File: src/rtl/pc.sv
// ---------------------------------------------------------------------------
// pc -- program counter register
//
// Purpose:
//   A single Psize-bit program counter. On every rising clock edge the
//   counter is reloaded, held or advanced by one, in that priority:
//     reset            -> RESET_VAL
//     flag             -> hold (flag also wins over PCincr)
//     PCincr           -> PC + 1
//     otherwise        -> hold
//   PCout comes straight from the register, so no input reaches it
//   combinationally. An increment sampled at edge N is visible after edge N.
//
// Parameters:
//   Psize      PC width in bits (legal range 2..16)
//   RESET_VAL  value loaded on reset (must fit in Psize bits)
//
// Ports:
//   clk     in   1      system clock, all state changes on the rising edge
//   reset   in   1      synchronous, active-high reset
//   PCincr  in   1      increment request
//   flag    in   1      hold/wait condition, holds the PC while high
//   PCout   out  Psize  current program counter value
//
// Build options:
//   PC_SATURATE_EN  when defined, an increment at the all-ones value leaves
//                   the PC at all-ones instead of wrapping to zero. All other
//                   behaviour is the same in both builds.
// ---------------------------------------------------------------------------
module pc #(
  parameter int               Psize     = 6,
  parameter logic [Psize-1:0] RESET_VAL = '0
) (
  input  logic             clk,
  input  logic             reset,
  input  logic             PCincr,
  input  logic             flag,
  output logic [Psize-1:0] PCout
);

  localparam logic [Psize-1:0] PC_ONE = Psize'(1);
  localparam logic [Psize-1:0] PC_MAX = '1;

  logic [Psize-1:0] pc_q;
  logic [Psize-1:0] pc_next;
  logic             advance;

  // flag has priority over PCincr, so a simultaneous request holds.
  assign advance = PCincr & ~flag;

  always_comb begin
    pc_next = pc_q;
    if (advance) begin
`ifdef PC_SATURATE_EN
      // Stick at the top value rather than rolling over.
      if (pc_q != PC_MAX) begin
        pc_next = pc_q + PC_ONE;
      end
`else
      // Plain modulo-2^Psize increment; all-ones rolls over to zero.
      pc_next = pc_q + PC_ONE;
`endif
    end
  end

  always_ff @(posedge clk) begin
    if (reset) begin
      pc_q <= RESET_VAL;
    end else begin
      pc_q <= pc_next;
    end
  end

  assign PCout = pc_q;

endmodule

File: config.mk
export PLATFORM = sky130hd
export DESIGN_NAME = pc
export DESIGN_NICKNAME = d
export VERILOG_FILES = /design/src/rtl/pc.sv
export SDC_FILE = /design/constraint.sdc
export NUM_CORES = 1
export LEC_CHECK = 0
export ABC_AREA = 0
export BUFFER_PORTS_ARGS = -buffer_cell sky130_fd_sc_hd__buf_2
export CAP_MARGIN = 20
export CORE_AREA = 2 2 39 41
export CTS_CLUSTER_DIAMETER = 30
export DETAILED_ROUTE_END_ITERATION = 7
export DIE_AREA = 0 0 41 43
export GPL_TIMING_DRIVEN = 0
export SYNTH_ARGS = -nofsm -noshare
export SYNTH_HDL_FRONTEND = slang
export SYNTH_SLANG_ARGS = --single-unit
File: constraint.sdc
create_clock -name clk -period 2 [get_ports clk]
set_input_delay 0.2 -clock clk [delete_from_list [all_inputs] [get_ports clk]]
set_output_delay 0.2 -clock clk [all_outputs]
set_load 0.02 [all_outputs]
==> impl_results.md <==
* Outcome: complete, no violations
* Initial Util at 19.7%
* Slew Limit Fails at 0
* Startpoint types: flip-flop
* Gr ovfl total at 0
* Post-CTS Setup Bufs at 0
* Fillers at 158
* Global-route wire length before repair at 903 um
* TritonCTS clock tree: built
* IO Pins at 10
* Max reg flops at 6
* Critical Path Max Stage Delay at 0.35 ns
* Die footprint at 0.00176 mm2
* CTS buffer count at 3
* Flop-to-flop setup slack at 0.86 ns
* Max Root-Sink Buffers at 2
* GPL Wtd Cong at 0.710
* Asr flop ratio synth at 0%
* Share of the synthesized area in the top cell type at 44.0%
* Root buffer cell: clkbuf_4
* Placed cells at 53
* Data required time at the worst endpoint at 2.13 ns
* PostCTS Resize Cnt at 0
* Final hold vios at 0
* Register area share after synthesis at 44.0%
* Maximum clock frequency at 879 MHz
* Routed via count at 242
* DRC viols at 0
* Final Non-Filler Cells at 56
* Flops & latches, synth at 6
* Synth unique cells at 16
* Most frequent cell after synthesis: dfxtp_1
* Post-synth EDFFs at 0
* Syn nets at 33
* Fin crit share at 56.9%
* Pwr/cell area at 714 mW/mm2
* Routed Antenna Nets at 0
* Synthesis Warnings at 0
* Prevailing post-synth register cell: dfxtp_1
* Drt total wl at 537 um
* Final min period at 1.14 ns
* PortBufs at 9
* Static Leak at 0.000162 uW
* Worst-margin pin slew at 0.180 ns
* Leading area contributor after synthesis: dfxtp_1
* CTS Hold Buffers Added at 0
* Core area at 0.00138 mm2
* Slowest cell on the critical path: dfxtp_1
* Setup TNS at 0 ns
* Worst Setup Slack, final at 0.862 ns
* Worst-path clk slew at 0.04 ns
* Layout cells sized above 1 at 37.5%
* Slew HR at 88.0%
* Die Height at 43 um
* Critical path endpoint category: flip-flop
* Clock Sinks at 6
* CP Cell Sequence: ha_1, nand4_1, mux2_2
* Clock Skew at 0.00261 ns
* Final nets at 47
* Initial antenna violation count at 0
* Vias per Instance at 4.32
* H-tree levels at 1
* Mapped Cells at 28
* Avg WL per Cell at 9.59 um
* Max-cap violations at 0
* Synth cell count leaders: 6 x dfxtp_1, 5 x nor2_1, 2 x mux2_2, 2 x nand4_1, 2 x nor2b_1
* RSZ-0062 raised after global routing: no
* Final setup violating endpoints at 0
* Worst ir drop on vdd at 0.442 mV
* Post-Syn Area at 273 um2
* Arrival @ worst endpoint at 1.27 ns
* Top post-synthesis cells by area: dfxtp_1 44%, mux2_2 8.3%, nor2_1 6.9%
* Drt initial violations at 0
* Mean Syn Cell Area at 9.74 um2
* Drt first pass iters at 1
* Crit Path Max Fanout at 5
* GRT Util Overall at 8.12%
* Die width at 41 um
* Fin util at 26.0%
* Largest net degree at the start of global routing at 9
* Ant. Diodes at 0
* Row count at 14
* Vias in the first global route at 237
* Critical path class: flip-flop to flip-flop
* Worst-Skew Late Latency at 0.24 ns
* Worst Hold Class: primary input to flip-flop
* Area Overhead vs Synth at 32.1%
* DP Worst Slack at 0.863 ns
* Final hold slack at 0.221 ns
-- placed cells by master (no fill, tap or decap), types with 2 or more instances in the layout --
cell type,instances
nor2_1,5
dfxtp_1,6
mux2_2,2
buf_2,9
clkbuf_4,3
nor2b_1,2
nand4_1,2
-- worst paths after layout --
kind	from	to	cells after the start
worst max-delay path	PCout[0]	PCout[4]	3
worst min-delay path	reset	PCout[5]	2
worst min register to register	PCout[5]	PCout[5]	2
worst max register to register	PCout[0]	PCout[4]	3
-- through the flow --
| step | power [uW] | cell area (um2) |
|---|---|---|
| floorplan | 140 | 273 |
| global placement | 149 | 338 |
| detailed placement | 150 | 338 |
| CTS | 263 | 360 |
| global route | 272 | 360 |
| finish | 257 | 360 |
-- area by class of cell --
cell class	count	area, um2	area share, %
Tap cell	16	20.0	5.56
Multi-Input combinational cell	22	153	42.4
Clock buffer	3	22.5	6.25
Sequential cell	6	120	33.3
Timing Repair Buffer	9	45.0	12.5
-- per-layer routing --
layer / up-vias / global-route usage (%) / wire length [um]
met1: 109 / 7.69 / 229
met2: 8 / 12.2 / 250
met3: 0 / 7.85 / 57
met5: - / 0 / 0
li1: 125 / - / -
met4: 0 / 2.00 / 0
-- critical path, delay by kind of cell, from the launching register on --
family        cells  cell delay, ns
flops             1            0.35
mux               1            0.33
fa+ha+maj         1            0.24
simple gates      1            0.11
-- power by group --
part	total (uW)	switching (uW)	internal (uW)
Clock	110	42.2	67.8
Sequential	126	3.53	123
Combinational	21.2	11.7	9.47
-- logic make-up (layout without fill, tap and decap cells) --
kind of cell	after synthesis	after routing	share of synthesized area [%]
buffers and inverters	0	12	0
adders and majority gates	1	1	4.59
DFF	6	6	44.0
AOI/OAI and AO/OA	2	2	3.67
and+or+nand+nor	14	14	29.4
xor gates and xnor gates	2	2	6.42
muxes	3	3	11.9
(Power assumes the default switching activity.)
